File: src/rtl/ap_ctrl_txn_profiler.sv
// Profiles ap_ctrl_hs/ap_ctrl_chain transactions into {aborted, stall, done_lat, ready_lat, start_ts} records.
// Latency: a record pushed at the edge ending cycle N is presented on rec_valid/rec_data in cycle N+1.
// Backpressure: records queue in a DEPTH-entry FIFO; a push into a full, non-popping FIFO is dropped and counted.
module ap_ctrl_txn_profiler #(
    parameter int TS_W  = 32,
    parameter int CNT_W = 16,
    parameter int DEPTH = 8
) (
    input  logic                        ap_clk,
    input  logic                        ap_rst_n,
    input  logic                        mon_ap_start,
    input  logic                        mon_ap_ready,
    input  logic                        mon_ap_done,
    input  logic                        mon_ap_continue,
    input  logic                        finish,
    output logic                        rec_valid,
    input  logic                        rec_ready,
    output logic [TS_W+3*CNT_W:0]       rec_data,
    output logic [CNT_W-1:0]            txn_count,
    output logic [CNT_W-1:0]            drop_count
);
    localparam int REC_W = TS_W + 3*CNT_W + 1;
    localparam int AW    = $clog2(DEPTH);

    typedef enum logic [1:0] {S_IDLE, S_BUSY, S_WAIT_CONT, S_STOPPED} state_t;

    state_t             state_q, state_d;
    logic [TS_W-1:0]    ts_q;
    logic [TS_W-1:0]    start_ts_q, start_ts_d;
    logic [CNT_W-1:0]   off_q, off_d;
    logic               ready_seen_q, ready_seen_d;
    logic [CNT_W-1:0]   ready_lat_q, ready_lat_d;
    logic [CNT_W-1:0]   done_lat_q, done_lat_d;
    logic [CNT_W-1:0]   stall_q, stall_d;
    logic [REC_W-1:0]   mem_q [DEPTH];
    logic [AW:0]        wr_ptr_q, rd_ptr_q;
    logic [CNT_W-1:0]   txn_count_q, drop_count_q;

    // Combinational helpers for the record being built this cycle
    logic               active, push, rec_ab;
    logic [TS_W-1:0]    cur_start;
    logic [CNT_W-1:0]   cur_off, cur_rl, rl_now, stall_now;
    logic               cur_seen;
    logic [REC_W-1:0]   rec_new;
    logic               fifo_full, fifo_empty, pop, push_ok, drop;

    function automatic logic [CNT_W-1:0] sat_inc(input logic [CNT_W-1:0] v);
        return (&v) ? v : v + {{(CNT_W-1){1'b0}}, 1'b1};
    endfunction

    // Next-state and record assembly; IDLE+start is treated as cycle 0 of BUSY
    always_comb begin
        state_d      = state_q;
        start_ts_d   = start_ts_q;
        off_d        = off_q;
        ready_seen_d = ready_seen_q;
        ready_lat_d  = ready_lat_q;
        done_lat_d   = done_lat_q;
        stall_d      = stall_q;
        active       = 1'b0;
        push         = 1'b0;
        rec_ab       = 1'b0;
        cur_start    = start_ts_q;
        cur_off      = off_q;
        cur_seen     = ready_seen_q;
        cur_rl       = ready_lat_q;
        rl_now       = ready_lat_q;
        stall_now    = sat_inc(stall_q);
        rec_new      = {1'b0, stall_q, done_lat_q, ready_lat_q, start_ts_q};
        case (state_q)
            S_IDLE: begin
                if (finish) begin
                    state_d = S_STOPPED;
                end else if (mon_ap_start) begin
                    active    = 1'b1;
                    cur_start = ts_q;
                    cur_off   = '0;
                    cur_seen  = 1'b0;
                end
            end
            S_BUSY: active = 1'b1;
            S_WAIT_CONT: begin
                stall_d = stall_now;
                rec_new = {1'b0, stall_now, done_lat_q, ready_lat_q, start_ts_q};
                if (mon_ap_continue) begin
                    push    = 1'b1;
                    state_d = finish ? S_STOPPED : S_IDLE;
                end else if (finish) begin
                    push    = 1'b1;
                    rec_ab  = 1'b1;
                    state_d = S_STOPPED;
                end
            end
            default: state_d = S_STOPPED;
        endcase
        if (active) begin
            // An unseen ready reports the running offset, which also covers done-without-ready
            rl_now       = cur_seen ? cur_rl : cur_off;
            start_ts_d   = cur_start;
            ready_seen_d = cur_seen | mon_ap_ready;
            ready_lat_d  = rl_now;
            done_lat_d   = cur_off;
            off_d        = sat_inc(cur_off);
            stall_d      = '0;
            state_d      = S_BUSY;
            if (mon_ap_done) begin
                if (mon_ap_continue || finish) push = 1'b1;
                state_d = finish ? S_STOPPED : (mon_ap_continue ? S_IDLE : S_WAIT_CONT);
            end else if (finish) begin
                push    = 1'b1;
                rec_ab  = 1'b1;
                state_d = S_STOPPED;
            end
        end
        if (state_q != S_WAIT_CONT) begin
            rec_new = {rec_ab, {CNT_W{1'b0}}, cur_off, rl_now, cur_start};
        end else begin
            rec_new[REC_W-1] = rec_ab;
        end
    end

    // State register, timestamp and per-transaction field latches
    always_ff @(posedge ap_clk) begin
        if (!ap_rst_n) begin
            state_q      <= S_IDLE;
            ts_q         <= '0;
            start_ts_q   <= '0;
            off_q        <= '0;
            ready_seen_q <= 1'b0;
            ready_lat_q  <= '0;
            done_lat_q   <= '0;
            stall_q      <= '0;
        end else begin
            state_q      <= state_d;
            ts_q         <= ts_q + {{(TS_W-1){1'b0}}, 1'b1};
            start_ts_q   <= start_ts_d;
            off_q        <= off_d;
            ready_seen_q <= ready_seen_d;
            ready_lat_q  <= ready_lat_d;
            done_lat_q   <= done_lat_d;
            stall_q      <= stall_d;
        end
    end

    assign fifo_empty = (wr_ptr_q == rd_ptr_q);
    assign fifo_full  = (wr_ptr_q[AW] != rd_ptr_q[AW]) && (wr_ptr_q[AW-1:0] == rd_ptr_q[AW-1:0]);
    assign pop        = !fifo_empty && rec_ready;
    assign push_ok    = push && (!fifo_full || pop);
    assign drop       = push && fifo_full && !pop;

    // Record FIFO storage and pointers; a full FIFO that pops accepts the push too
    always_ff @(posedge ap_clk) begin
        if (!ap_rst_n) begin
            wr_ptr_q <= '0;
            rd_ptr_q <= '0;
        end else begin
            if (push_ok) begin
                mem_q[wr_ptr_q[AW-1:0]] <= rec_new;
                wr_ptr_q <= wr_ptr_q + {{AW{1'b0}}, 1'b1};
            end
            if (pop) rd_ptr_q <= rd_ptr_q + {{AW{1'b0}}, 1'b1};
        end
    end

    // Saturating transaction and drop counters
    always_ff @(posedge ap_clk) begin
        if (!ap_rst_n) begin
            txn_count_q  <= '0;
            drop_count_q <= '0;
        end else begin
            if (push) txn_count_q  <= sat_inc(txn_count_q);
            if (drop) drop_count_q <= sat_inc(drop_count_q);
        end
    end

    assign rec_valid  = !fifo_empty;
    assign rec_data   = fifo_empty ? '0 : mem_q[rd_ptr_q[AW-1:0]];
    assign txn_count  = txn_count_q;
    assign drop_count = drop_count_q;
endmodule
File: config.mk
export PLATFORM = sky130hd
export DESIGN_NAME = ap_ctrl_txn_profiler
export DESIGN_NICKNAME = d
export VERILOG_FILES = /design/src/rtl/ap_ctrl_txn_profiler.sv
export SDC_FILE = /design/constraint.sdc
export NUM_CORES = 1
export LEC_CHECK = 0
export ABC_AREA = 1
export CAP_MARGIN = 30
export CORE_AREA = 5 5 322 245
export DETAILED_ROUTE_END_ITERATION = 10
export DIE_AREA = 0 0 327 250
export PLACE_DENSITY = 0.63
export RECOVER_POWER = 25
export SETUP_SLACK_MARGIN = 0.1
export SLEW_MARGIN = 20
export SYNTH_ARGS = -nofsm -noshare
export SYNTH_HDL_FRONTEND = slang
export SYNTH_SLANG_ARGS = --single-unit
File: constraint.sdc
create_clock -name ap_clk -period 10.45 [get_ports ap_clk]
set_input_delay 2.09 -clock ap_clk [delete_from_list [all_inputs] [get_ports ap_clk]]
set_output_delay 2.09 -clock ap_clk [all_outputs]
set_load 0.02 [all_outputs]
After elaboration in Yosys (flattened, before gate mapping)
Memories as Yosys holds them, arrays and structs flattened. A register that Yosys moved wholly into a read port is not among the register bits.
Index checks and enable logic that the tools add are counted.
{"block": "word_totals", "output_inout_bits": 114, "ramBits": 648, "inputBits": 8, "mem_count": 1, "wordCells": 94, "reg_bits": 171}
{"name": "mem_q", "depth": 8, "word_bits": 81, "read_ports": 1, "rd_clocked_by_memory_dff": 1, "write_ports": 1, "line": "35", "rtl": "logic [REC_W-1:0] mem_q [DEPTH];"}
{"block": "op_classes", "mux": 45, "n_eq_ne": 7, "add_sub_neg": 7, "n_bitwise": 4, "reduce_logical": 18}
{"op": "80-bit 2-to-1 mux", "n": 2}
{"op": "16-bit 2-to-1 mux", "n": 7}
{"op": "32-bit 2-to-1 mux", "n": 3}
{"op": "81-bit 2-to-1 mux", "n": 1}
{"op": "16-bit by 1-bit adder with 16-bit output (second input constant)", "n": 4}
{"op": "16-bit AND reduction", "n": 4}
{"op": "32-bit by 1-bit adder with 32-bit output (second input constant)", "n": 1}
{"op": "1-bit 2-to-1 mux", "n": 20}
{"op": "2-bit 2-to-1 mux", "n": 8}
{"op": "4-bit by 1-bit adder with 4-bit output (second input constant)", "n": 2}
{"op": "3-bit 2-to-1 mux", "n": 2}
{"op": "2-bit one-hot mux with 3 select lines", "n": 1}
{"op": "1-bit logical AND", "n": 5}
{"op": "4-bit equality test", "n": 1}
{"op": "2-bit != test (second input constant)", "n": 2}
{"op": "2-bit AND reduction", "n": 2}
{"op": "3-bit equality test", "n": 1}
{"op": "1-bit zero test", "n": 3}
{"op": "1-bit NOT", "n": 3}
{"op": "2-bit by 1-bit equality test with 1-bit output (second input constant)", "n": 1}
{"op": "2-bit equality test (second input constant)", "n": 1}
{"op": "2-bit zero test", "n": 1}
{"op": "1-bit logical OR", "n": 2}
{"op": "1-bit one-hot mux with 2 select lines", "n": 1}
{"op": "other kinds (3)", "n": 3}

Depth between registers and ports, before layout
{"block": "logic_depth", "ltp_word": 10, "ltp_mapped": 15}

Least setup slack after synthesis
OpenSTA, ideal clock, no wires.
{"block": "synth_timing", "path_type": "in2reg", "startpoint": "input port mon_ap_start", "endpoint": "memory mem_q[6][0] in the netlist's numbering, enable pin", "arrival_time_ns": 8.444, "setup_ns": 0.620, "stages": 10, "setup_slack_ns": 1.386, "path_buffers": 0, "path_cell_list": "inv_1 nor2_1 nand2_4 inv_2 nor2_4 o21ai_2 nand2_1 inv_2 nand3_1 nor3_1"}
{"block": "synth_via", "elab_chain_len": 8}
{"element": "from (decl)", "line": "11", "rtl": "input logic mon_ap_start,"}
{"element": "1-bit 2-to-1 mux", "line": "74", "rtl": "end else if (mon_ap_start) begin"}
{"element": "1-bit 2-to-1 mux", "line": "72", "rtl": "if (finish) begin"}
{"element": "1-bit one-hot mux with 2 select lines", "line": "70", "rtl": "case (state_q)"}
{"element": "1-bit 2-to-1 mux", "line": "96", "rtl": "if (active) begin"}
{"element": "1-bit logical AND", "line": "148", "rtl": "assign push_ok = push && (!fifo_full || pop);"}
{"element": "1-bit 2-to-1 mux", "line": "157", "rtl": "if (push_ok) begin"}
{"element": "1-bit 2-to-1 mux", "line": "153", "rtl": "if (!ap_rst_n) begin"}
{"element": "1-bit 2-to-1 mux (implied by the code)", "line": "158", "rtl": "mem_q[wr_ptr_q[AW-1:0]] <= rec_new;"}
{"element": "to (decl)", "line": "35"}
No other way between the ends.

==> reports/qor.yml <==
status: "finished with violations"
violations: "max-capacitance violations, max-slew violations"
r2r_end: "mem_q[4][43]$_DFFE_PP_"
die_h_um: 250
synthAdderAreaFrac_pct: 0.261
grt_overflow: 0
p_leak_nw: 13.5
ys_top_cells_by_area: "edfxtp_1 (58%), dfxtp_1 (10%), nor2_1 (6.9%)"
clock-sinks: 822
num_antenna_cells: 0
worstSetupStartpointType: "primary input"
grt_max_degree: 204
slew_headroom_pct: -97.6
synth_top_cell_by_area: "edfxtp_1"
worst_setup_path_end_kind: "flip-flop"
numPortBuffers: 121
cts_hold_buf: 0
ys_seq_area_share_pct: 68.3
synth_compound_area_share_pct: 12.3
fmax_mhz: 122
slew_viol_final: 249
antenna_found_initial: 0
core_mm2: 0.0759
drtIter0Drc: 2200
place.gp.congestion: 0.852
timing.rr.start: "state_q[1]$_SDFFE_PN0P_"
dp_hpwl_um: 45700
h-tree-depth: 3
ant_nets: 0
worstHoldPathCells: 2
hp-start: "done_lat_q[9]$_SDFFE_PN0N_"
r2r_cells: 11
synth_top_area_share_pct: 57.9
vias: 23100
drt_wl_total_um: 81600
synth.cell_area_mm2: 0.0336
synth-edff-count: 648
grt_setup_unrepaired: "false"
numCtsBuffers: 81
critPathMaxFanout: 59
syn_to_final_growth_pct: 14.5
grt_pass1_vias: 22500
vias_per_cell: 5.49
nNetsFinal: 3174
cts_post_setup_buffers_inserted: 0
remaining_drc_errors: 0
finalHoldViolations: 0
grt_util_all_layers_pct: 19.5
crit_type: "in -> reg"
p_per_area_mw_per_mm2: 229
synth_cell_types: 51
cts.clk_slew.worst_paths_ns: 0.06
grt_pass1_wl_um: 128000
dr.pass1.iters: 6
syn_nets: 3104
cts_resized: 0
synth_xor_xnor_area_share_pct: 1.02
fin_setup_tns_ns: 0
clock_latency_ns: 0.63
peakVddDrop_v: 0.000115
ioPinCount: 122
synth_ff_type: "edfxtp_1"
drv_cap: 5
clockBufferDepth: 3
hold_slack_ns: 0.459
clock_skew_ns: 0.0242
worst-endpoint-arrival_ns: 8.66
async_flop_share_pct: 0
period_share_pct: 78.2
fin_crit_ns: 8.17
synth_top_family_by_area: "simple AND/OR/NAND/NOR gates"
min_to: "done_lat_q[9]$_SDFFE_PN0N_"
worst_pin_slew_ns: 2.96
post_drt_wl_per_cell_um: 19.3
yosys.area_share.simple_pct: 14.0
hold_class: "reg -> reg"
worst_ep_required_time_ns: 10.94
die_w_um: 327
final-setup-viol-count: 0
row_count: 88
yosys_register_bits: 822
dieArea_mm2: 0.0818
reg2reg_slack_ns: 4.29
yosysWarnings: 0
syn_inst: 3089
cts_root_buf: "clkbuf_16"
cts_tree: "built"
layout-drive-gt1-share_pct: 8.00
synth.avg_cell_area_um2: 10.9
start_util_pct: 44.3
synth_mux_area_share_pct: 0.0298
==> sequential cells by signal (all words and copies together), names as in the netlist, named ones only <==
signal	count
off_q	16
start_ts_q	32
stall_q	16
mem_q	648
rd_ptr_q	4
ts_q	32
txn_count	16
cur_rl	16
state_q	2
ready_seen_q	1
done_lat_q	16
wr_ptr_q	4
drop_count	16
==> routing by layer <==
layer  share of wire, %  GRT usage (%)
met1                 46           27.9
met2                 46           31.3
met3                6.3           3.76
met4                1.7           4.19
met5                  0              0
==> logic make-up (layout without fill, tap and decap cells) <==
kind of cell               count (synthesis)  count (layout)
AOI/OAI and AO/OA                        776             776
DFF                                      822             822
buffers and inverters                    338             475
and+or+nand+nor                         1106            1106
xor gates and xnor gates                  39              39
muxes                                      1               1
adders and majority gates                  7               7
==> final cells by class <==
type	instances	area, µm²
Multi-Input combinational cell	1929	9300
Sequential cell	822	22900
Clock inverter	44	513
Tap cell	990	1240
Timing Repair Buffer	164	1620
Fill cell	6453	37400
Clock buffer	106	2240
Inverter	161	618
==> cell usage in the layout (no fill, tap or decap), drive strengths merged, types with 6 or more instances in the layout <==
cell type / n
edfxtp: 648
nor2: 637
o21ai: 510
nand2: 272
dfxtp: 174
inv: 165
clkbuf: 114
a21oi: 89
clkdlybuf4s50: 87
a31oi: 86
o22ai: 82
nand3: 80
or2: 39
nor3: 36
buf: 35
dlygate4sd3: 34
clkinv: 29
nand4: 22
xor2: 21
xnor2: 18
bufinv: 10
nor3b: 9
ha: 7
nor4: 6
==> worst max-delay path, cell delays in order <==
cell,delay [ns]
dlygate4sd3_1,0.53
clkbuf_1,0.76
clkinvlp_2,0.43
clkbuf_1,2.11
clkbuf_1,1.99
nor2_1,0.36
nand2_1,0.17
o21ai_0,0.11
==> per-stage QoR <==
stage          cell area, µm²  worst slack, ns  util, %  power, mW  instances
5_1_grt                 38500             1.92     50.7       9.22       4216
3_3_place_gp            35600             2.89     46.9       5.83       4053
4_1_cts                 38400             3.34     50.6       8.87       4207
3_5_place_dp            35600             2.76     47.0       5.87       4057
6_report                38500             2.28     50.7       8.81       4216
2_1_floorplan           33600             1.39        -       5.02       3089
==> synthesized netlist by cell type, types with 2 or more instances <==
master and n:
nor3_1 34, buf_1 2, clkbuf_1 128, nor3b_1 9, nand4_1 19, nor2_4 8
nor2_1 616, o21a_1 3, inv_1 148, o21ai_0 449, nand2_2 8, a21oi_1 87
buf_4 7, nand3_1 77, nand2_1 262, clkinv_1 2, buf_2 33, a211oi_1 2
dfxtp_1 174, edfxtp_1 648, or2_2 37, inv_2 10, xor2_1 21, nor2_2 13
a31oi_1 86, xnor2_1 18, nor3_2 2, nor4_1 5, o22ai_1 82, and3_1 3
a21oi_2 2, nand3_2 3, ha_1 7, nand4_2 2, buf_6 6, nand2_4 2
o21ai_1 60
==> report_power, final <==
part           switching (mW)  internal, mW
logic                    1.41         0.743
clock network            1.23          1.77
registers              0.0575          3.60
==> worst max path at each step <==
stage                                    endpoint  slack [ns]  cells after the start    startpoint
after floorplan             mem_q[6][0]$_DFFE_PP_        1.39                     10  mon_ap_start
after global placement     mem_q[4][53]$_DFFE_PP_        2.89                     13  mon_ap_start
after detailed placement   mem_q[4][53]$_DFFE_PP_        2.76                     13  mon_ap_start
after CTS                            rec_data[11]        3.34                      7     flip-flop
after global routing      state_q[1]$_SDFFE_PN0P_        1.92                      8      ap_rst_n
final                     state_q[1]$_SDFFE_PN0P_        2.28                      8      ap_rst_n
Power figures use the tool's default switching activity.
